## config.mk

```make
export PLATFORM = sky130hd
export DESIGN_NAME = alarm_trigger
export DESIGN_NICKNAME = d
export VERILOG_FILES = /design/src/rtl/alarm_trigger.sv
export SDC_FILE = /design/constraint.sdc
export NUM_CORES = 1
export LEC_CHECK = 0
export CAP_MARGIN = 20
export CORE_MARGIN = 2
export CORE_UTILIZATION = 49
export DETAILED_ROUTE_END_ITERATION = 16
export PLACE_DENSITY_LB_ADDON = 0.15
export SLEW_MARGIN = 25
export SYNTH_ARGS = -nofsm -noshare
export SYNTH_HDL_FRONTEND = slang
export SYNTH_SLANG_ARGS = --single-unit
export TNS_END_PERCENT = 50
```

## constraint.sdc

```tcl
create_clock -name clk -period 2.7 [get_ports clk]
set_input_delay 0.54 -clock clk [delete_from_list [all_inputs] [get_ports clk]]
set_output_delay 0.54 -clock clk [all_outputs]
set_load 0.1 [all_outputs]
```

## src/rtl/alarm_trigger.sv

```systemverilog
// Alarm trigger: compares BCD alarm setting against time of day, rings with a gated tone,
// supports snooze/dismiss/timeout. Define ALARM_SNOOZE_LIMIT_EN to cap snoozes at MAX_SNOOZE.
module alarm_trigger #(
  parameter int unsigned SNOOZE_SEC       = 300,
  parameter int unsigned RING_TIMEOUT_SEC = 60,
  parameter int unsigned BUZZ_HALF        = 25000,
  parameter int unsigned MAX_SNOOZE       = 3
) (
  input  logic       clk,
  input  logic       reset,
  input  logic       tick_1hz,
  input  logic [3:0] alm_hourMSB,
  input  logic [3:0] alm_hourLSB,
  input  logic [3:0] alm_minMSB,
  input  logic [3:0] alm_minLSB,
  input  logic [3:0] alm_secMSB,
  input  logic [3:0] alm_secLSB,
  input  logic [3:0] tod_hourMSB,
  input  logic [3:0] tod_hourLSB,
  input  logic [3:0] tod_minMSB,
  input  logic [3:0] tod_minLSB,
  input  logic [3:0] tod_secMSB,
  input  logic [3:0] tod_secLSB,
  input  logic       alarm_en,
  input  logic       snooze,
  input  logic       dismiss,
  output logic       armed,
  output logic       ringing,
  output logic       snoozing,
  output logic       buzzer
);

  localparam int unsigned RingW = (RING_TIMEOUT_SEC > 1) ? $clog2(RING_TIMEOUT_SEC) : 1;
  localparam int unsigned SnzW  = (SNOOZE_SEC > 1) ? $clog2(SNOOZE_SEC) : 1;
  localparam int unsigned ToneW = (BUZZ_HALF > 1) ? $clog2(BUZZ_HALF) : 1;

  typedef enum logic [1:0] {StIdle, StArmed, StRinging, StSnooze} state_e;

  state_e           state_q, state_d;
  logic             eq, eq_q, match, snooze_ok;
  logic [RingW-1:0] ring_cnt_q, ring_cnt_d;
  logic [SnzW-1:0]  snz_cnt_q, snz_cnt_d;
  logic [ToneW-1:0] tone_cnt_q, tone_cnt_d;
  logic             tone_q, tone_d;

`ifdef ALARM_SNOOZE_LIMIT_EN
  localparam int unsigned NumW = (MAX_SNOOZE > 0) ? $clog2(MAX_SNOOZE + 1) : 1;
  logic [NumW-1:0] snz_num_q, snz_num_d;
  assign snooze_ok = (snz_num_q != NumW'(MAX_SNOOZE));
`else
  assign snooze_ok = 1'b1;
`endif

  assign eq = ({alm_hourMSB, alm_hourLSB, alm_minMSB, alm_minLSB, alm_secMSB, alm_secLSB} ==
               {tod_hourMSB, tod_hourLSB, tod_minMSB, tod_minLSB, tod_secMSB, tod_secLSB});
  // Rising edge of equality: one trigger per episode, including edits of the alarm setting.
  assign match = eq & ~eq_q;

  always_comb begin
    state_d    = state_q;
    ring_cnt_d = ring_cnt_q;
    snz_cnt_d  = snz_cnt_q;
`ifdef ALARM_SNOOZE_LIMIT_EN
    snz_num_d  = snz_num_q;
`endif
    if (!alarm_en) begin
      state_d    = StIdle;
      ring_cnt_d = '0;
      snz_cnt_d  = '0;
`ifdef ALARM_SNOOZE_LIMIT_EN
      snz_num_d  = '0;
`endif
    end else begin
      case (state_q)
        StIdle: state_d = StArmed;
        StArmed: begin
          if (match) begin
            state_d    = StRinging;
            ring_cnt_d = '0;
          end
        end
        StRinging: begin
          if (dismiss) begin
            state_d = StArmed;
`ifdef ALARM_SNOOZE_LIMIT_EN
            snz_num_d = '0;
`endif
          end else if (snooze && snooze_ok) begin
            state_d   = StSnooze;
            snz_cnt_d = '0;
`ifdef ALARM_SNOOZE_LIMIT_EN
            snz_num_d = snz_num_q + NumW'(1);
`endif
          end else if (tick_1hz) begin
            if (ring_cnt_q == RingW'(RING_TIMEOUT_SEC - 1)) begin
              state_d = StArmed;
`ifdef ALARM_SNOOZE_LIMIT_EN
              snz_num_d = '0;
`endif
            end else begin
              ring_cnt_d = ring_cnt_q + RingW'(1);
            end
          end
        end
        StSnooze: begin
          if (dismiss) begin
            state_d = StArmed;
`ifdef ALARM_SNOOZE_LIMIT_EN
            snz_num_d = '0;
`endif
          end else if (tick_1hz) begin
            if (snz_cnt_q == SnzW'(SNOOZE_SEC - 1)) begin
              state_d    = StRinging;
              ring_cnt_d = '0;
            end else begin
              snz_cnt_d = snz_cnt_q + SnzW'(1);
            end
          end
        end
        default: state_d = StIdle;
      endcase
    end

    // Tone runs only while staying in RINGING; every entry restarts it high.
    if (state_d == StRinging && state_q == StRinging) begin
      if (tone_cnt_q == ToneW'(BUZZ_HALF - 1)) begin
        tone_cnt_d = '0;
        tone_d     = ~tone_q;
      end else begin
        tone_cnt_d = tone_cnt_q + ToneW'(1);
        tone_d     = tone_q;
      end
    end else begin
      tone_cnt_d = '0;
      tone_d     = 1'b1;
    end
  end

  always_ff @(posedge clk or posedge reset) begin
    if (reset) begin
      state_q    <= StIdle;
      eq_q       <= 1'b0;
      ring_cnt_q <= '0;
      snz_cnt_q  <= '0;
      tone_cnt_q <= '0;
      tone_q     <= 1'b1;
      buzzer     <= 1'b0;
`ifdef ALARM_SNOOZE_LIMIT_EN
      snz_num_q  <= '0;
`endif
    end else begin
      state_q    <= state_d;
      eq_q       <= eq;
      ring_cnt_q <= ring_cnt_d;
      snz_cnt_q  <= snz_cnt_d;
      tone_cnt_q <= tone_cnt_d;
      tone_q     <= tone_d;
      buzzer     <= (state_d == StRinging) & tone_d;
`ifdef ALARM_SNOOZE_LIMIT_EN
      snz_num_q  <= snz_num_d;
`endif
    end
  end

  assign armed    = (state_q == StArmed);
  assign ringing  = (state_q == StRinging);
  assign snoozing = (state_q == StSnooze);

endmodule

```

==> results of run 1 <==
## cells by family (layout without fill, tap and decap cells)
| kind of cell | after synthesis | after routing | share of synthesized area, % |
|---|---|---|---|
| AND/OR/NAND/NOR | 103 | 103 | 24.89 |
| XOR/XNOR | 45 | 45 | 17.74 |
| flip-flops | 35 | 35 | 39.47 |
| AO/OA/AOI/OAI | 31 | 31 | 11.77 |
| buffers and inverters | 18 | 81 | 3.547 |
| adder cells (fa/ha/maj) | 3 | 3 | 1.689 |
| multiplexers | 2 | 2 | 0.9009 |
## Yosys cell counts (2+ instances only)
cell type and n:
o211ai_1 4, a2111oi_0 2, nand3_1 16, nor2b_1 3
ha_1 3, nand3b_1 3, inv_1 13, nor2_1 31
nand4_1 5, o21ai_0 4, and3_1 3, dfrtp_1 34
nand2b_1 4, nor3_1 7, buf_2 3, a211oi_1 5
nand2_1 10, a21boi_0 2, nor4_1 8, or3_1 3
xor2_1 31, nor4bb_1 2, mux2i_1 2, a31oi_1 2
xnor2_1 14
## final timing paths
kind                                from             to  slack, ns
max                           state_q[0]       snoozing       0.59
min                        tone_cnt_q[0]  tone_cnt_q[0]       0.46
max reg2reg                 snz_cnt_q[6]  ring_cnt_q[3]       0.68
min reg2reg                tone_cnt_q[0]  tone_cnt_q[0]       0.46
max in group asynchronous          reset         tone_q       1.71
min in group asynchronous          reset   snz_cnt_q[1]       0.64
## per-layer routing
metal  global-route usage [%]  routed length, um  vias up
li1                         -                  -      961
met1                    23.35               1963      916
met2                    35.19               2384       34
met3                    4.360                145       10
met4                    7.966                 80        0
met5                        0                  0        -
## state kept, by name, indices dropped and copies added (netlist names)
name and cells:
tone_q 1, state_q 2, ring_cnt_q 6, buzzer 1
eq_q 1, snz_cnt_q 9, tone_cnt_q 15
## final cells by class
cell class                 instances  area (um2)
fill                             364        1381
multi-input combinational        184        1266
sequential                        35       877.1
timing repair buffer              60       583.1
clock buffer                       6       72.57
tap                               52       65.06
clock inverter                     2       60.06
inverter                          13       48.80
## worst reg2reg max path: cells and delay by family (launching register included)
family	cells	cell delay, ns
AO/OA/AOI/OAI	3	0.51
flip-flops	1	0.43
AND/OR/NAND/NOR	2	0.96
## stage by stage
stage                     worst slack, ns  instance area [um2]  instances  total power, mW
after floorplan                    0.3394                 2222        237           0.5903
after global placement             0.3859                 2840        344           0.6857
after detailed placement           0.3531                 2840        344           0.6869
after CTS                          0.5889                 2973        352            1.245
after global routing               0.4868                 2973        352            1.278
final                              0.5851                 2973        352            1.233
## power by group through the flow
stage               clock [mW]  combinational [mW]  sequential [mW]
floorplan                    0              0.0553            0.535
global placement             0               0.149            0.537
detailed placement           0               0.150            0.537
CTS                      0.568               0.151            0.527
global route             0.588               0.163            0.527
finish                   0.558               0.148            0.527
==> qor.yml, run 1 <==
cts_buffers: 5
antenna_found_initial: 0
crit_family: "flip-flops"
drcViolationCount: 0
finalClockSkew_ns: 0.005147
start_util_pct: 51.03
antenna_cells: 0
synth_area_um2: 2222
path_depth: 2
final_cell_mix: "clkdlybuf4s50_1, dfrtp_1, xor2_1, nor2_1, nand3_1"
fin_crit_ns: 2.115
coreArea_um2: 4354
port_buffers: 57
fin_tns_setup_ns: 0
cts_setup_buffers: 0
vias_per_cell: 5.457
crit_fanout: 12
boundaryPins: 58
grt_max_degree: 36
htree_levels: 2
syn_to_final_growth_pct: 33.78
cp.arrival_ns: 1.57
cp_cell_sequence: "and2_1, buf_4"
yosys_warnings: 0
synth-edff-count: 0
worstSetupEndpointType: "output port"
synth.area.top_cells: "dfrtp_1, xor2_1, xnor2_1, nor2_1, nand3_1"
finish.utilization_pct: 68.28
setup_viol: 0
ant_nets: 0
dieWidth_um: 71.34
crit_path_top_delay_cell: "dfrtp_1"
worstPathRequired_ns: 2.16
nets: 356
wl_per_cell_um: 12.99
drive_above_1_share_pct: 8.000
p_int_mw: 0.9864
p_comb_share_pct: 12.0
worst_path_largest_cell_delay_ns: 0.50
synth_top_area_share_pct: 38.29
syn_nets: 294
clock_latency_ns: 0.29
final_common_cell: "clkdlybuf4s50_1"
grt_pass1_vias: 1860
gp_congestion: 0.8500
vdd_drop_max_mv: 0.2631
outcome: "completed"
rsz0062_at_grt: "false"
dieArea_um2: 5089
seq_area_frac_synth_pct: 39.47
row_count: 24
yosys.area.top_type: "dfrtp_1"
max_clock_freq_mhz: 472.8
ctsHoldBuffers: 0
p_switching_mw: 0.2465
tightest_slew_ns: 0.4799
p_clk_share_pct: 45.2
async_flop_share_pct: 100.0
firstDrtPassIters: 4
wl_um: 4573
vias: 1921
powerDensity_nw_per_um2: 414.7
cp.buffers_inverters: 1
max-cap-violations: 0
drt_iter0_markers: 120
hold_path.class: "register to register"
synth_area_per_cell_um2: 9.376
overflow: 0
cts_buffer_depth: 2
ys_ff_latch: 35
grtUsageTotal_pct: 19.89
worstHoldPathCells: 1
dp.final_hpwl_um: 3527
synth_ff_type: "dfrtp_1"
hold_viol: 0
tritoncts: "built"
root_buffer: "clkbuf_8"
period_share_pct: 78.33
maxSlewHeadroom_pct: 67.18
pwr-share-seq_pct: 42.7
clock_sinks: 35
synth_cell_type_count: 48
crit_type: "register to output port"
ctsResizeCount: 0
clk_pin_slew_ns: 0.07
syn_inst: 237
startpoint_type: "register"
whs_ns: 0.4643
r2r_cells: 5
slew_violations: 0
grt_pass1_wl_um: 8114
p_leak_nw: 1.131
fp.dieH_um: 71.34
netSwitchingFraction_pct: 19.99
(Power assumes the default switching activity.)
==> run 2: changes to the inputs <==
==> constraint.sdc (replaced) <==
create_clock -name clk -period 2.1 [get_ports clk]
set_input_delay 0.42 -clock clk [delete_from_list [all_inputs] [get_ports clk]]
set_output_delay 0.42 -clock clk [all_outputs]
set_load 0.1 [all_outputs]
==> qor.yml, run 2 (synthesis results as in run 1) <==
outcome: "completed"
max-cap-violations: 0  # unchanged
fp.dieH_um: 71.34  # unchanged
wl_per_cell_um: 12.71  # -2.2%
port_buffers: 57  # unchanged
largest_register_ffs: 15  # unchanged
nets: 372  # +4.5%
ant_nets: 0  # unchanged
grt.busiest_layer: "met2"
worstPathRequired_ns: 2.26  # +0.10 ns
p_leak_nw: 1.196  # +5.7%
timing.rr.start: "snz_cnt_q[4]"
slew_violations: 0  # unchanged
boundaryPins: 58  # unchanged
coreArea_um2: 4354  # unchanged
antenna_cells: 0  # unchanged
period_share_pct: 95.90
finalClockSkew_ns: 0.006454  # +0.001307 ns
firstDrtPassIters: 4  # unchanged
maxSlewHeadroom_pct: 69.49  # +2.3 points
setup_slack_ns: 0.08611  # -0.4990 ns
met3_usage_pct: 3.516  # -0.84 points
hold_viol: 0  # unchanged
clk_pin_slew_ns: 0.08  # about the same
cts_buffer_depth: 2  # unchanged
start_util_pct: 51.03  # unchanged
pwr-share-seq_pct: 49.5  # +6.8 points
crit_fanout: 6  # -6
top_register: "tone_cnt_q"
vias: 1930  # +0.47%
ctsHoldBuffers: 0  # unchanged
p_comb_share_pct: 15.1  # +3.1 points
ctsResizeCount: 0  # unchanged
grtUsageTotal_pct: 20.49  # +0.59 points
p_int_mw: 1.037  # +5.1%
p_switching_mw: 0.3305  # +34%
netSwitchingFraction_pct: 24.17  # +4.2 points
htree_levels: 2  # unchanged
clock_latency_ns: 0.29  # about the same
endpoint: "ring_cnt_q[0]"
final_common_cell: "clkdlybuf4s50_1"
gp_congestion: 0.8121  # -4.5%
root_buffer: "clkbuf_8"
met1_usage_pct: 26.54  # +3.2 points
overflow: 0  # unchanged
p_clk_share_pct: 35.4  # -9.8 points
dp_slack_ns: -0.1228  # -0.4758 ns
dieArea_um2: 5089  # unchanged
top_regs: "tone_cnt_q (15), snz_cnt_q (9), ring_cnt_q (6)"
grt_max_degree: 36  # unchanged
antenna_found_initial: 0  # unchanged
vias_per_cell: 5.245  # -3.9%
cp-startpoint: "snz_cnt_q[4]"
setup_viol: 0  # unchanged
max_clock_freq_mhz: 496.6
grt_pass1_vias: 1940  # +4.3%
regToRegSetupSlack_ns: 0.09  # -0.59 ns
cts_buffers: 5  # unchanged
vdd_drop_max_mv: 0.3588  # +36%
r2r_cells: 5  # unchanged
dp.final_hpwl_um: 3734  # +5.9%
drcViolationCount: 0  # unchanged
cp.arrival_ns: 2.17  # +0.60 ns
drive_above_1_share_pct: 13.29  # +5.3 points
startpoint_type: "register"
use_met2_pct: 33.13  # -2.1 points
finish.utilization_pct: 70.95  # +2.7 points
tritoncts: "built"
fin_crit_ns: 2.014
dieWidth_um: 71.34  # unchanged
drt_iter0_markers: 64  # -47%
grt_pass1_wl_um: 8280  # +2.0%
hold_path.class: "register to register"
cts_setup_buffers: 0  # unchanged
rsz0062_at_grt: "false"
final_cell_mix: "clkdlybuf4s50_1, dfrtp_1, xor2_1, nor2_1, buf_4"
row_count: 24  # unchanged
r2r_end: "ring_cnt_q[0]"
syn_to_final_growth_pct: 39.02
powerDensity_nw_per_um2: 442.6  # +6.7%
crit_type: "register to register"
worstHoldPathCells: 1  # unchanged
wl_um: 4678  # +2.3%
clock_sinks: 35  # unchanged
worstSetupEndpointType: "register"
tightest_slew_ns: 0.4576  # -0.02233 ns
## run 2: changes by cell type in the layout (fill, tap and decap cells not counted), sizes merged
cell,previous run,this run
clkinv,0,1
bufinv,2,0
buf,7,23
clkinvlp,0,2
clkbuf,6,5
## run 2: worst max-delay path, stage by stage, from the launching register on
cell	delay (ns)
dfrtp_1	0.41
or4b_4	0.57
or3_1	0.40
o221a_2	0.28
o31ai_4	0.09
mux2i_1	0.12
## run 2: final cells by class
cell class              instances  area, um2
clock buffers                   5      68.82
clock inverters                 3      20.02
fillers                       360       1265
inverters                      13      48.80
multi-input cells             184       1269
flip-flops and latches         35      877.1
well taps                      52      65.06
repair buffers                 76      740.7
## run 2: how the worst min path moves through the flow
stage | from | to | slack (ns)
6_report | tone_cnt_q[0] | tone_cnt_q[0] | 0.47
5_1_grt | tone_cnt_q[0] | tone_cnt_q[0] | 0.50
4_1_cts | tone_cnt_q[0] | tone_cnt_q[0] | 0.47
3_5_place_dp | tone_cnt_q[0] | tone_cnt_q[0] | 0.46
3_3_place_gp | tone_cnt_q[0] | tone_cnt_q[0] | 0.45
2_1_floorplan | tone_cnt_q[0] | tone_cnt_q[0] | 0.43
## run 2: power groups by stage
stage               clock, mW  combinational [mW]  sequential, mW
floorplan                   0              0.0714           0.688
global placement            0               0.206           0.690
detailed placement          0               0.209           0.690
CTS                     0.503               0.209           0.677
global route            0.533               0.226           0.677
finish                  0.484               0.207           0.677
## run 2: layer usage
layer	part of all wire (%)	vias up
li1	-	995
met1	44	893
met2	50	32
met3	3.5	10
met4	1.9	0
met5	0	-
## run 2: metrics by stage
stage | cell area [um2] | power [mW] | hold slack [ns] | instances | TNS [ns]
floorplan | 2226 | 0.7592 | 0.4297 | 237 | 0
global placement | 3000 | 0.8961 | 0.4524 | 360 | -0.8898
detailed placement | 3000 | 0.8988 | 0.4572 | 360 | -0.9715
CTS | 3089 | 1.389 | 0.4689 | 368 | 0
global route | 3089 | 1.435 | 0.5040 | 368 | 0
finish | 3089 | 1.367 | 0.4656 | 368 | 0
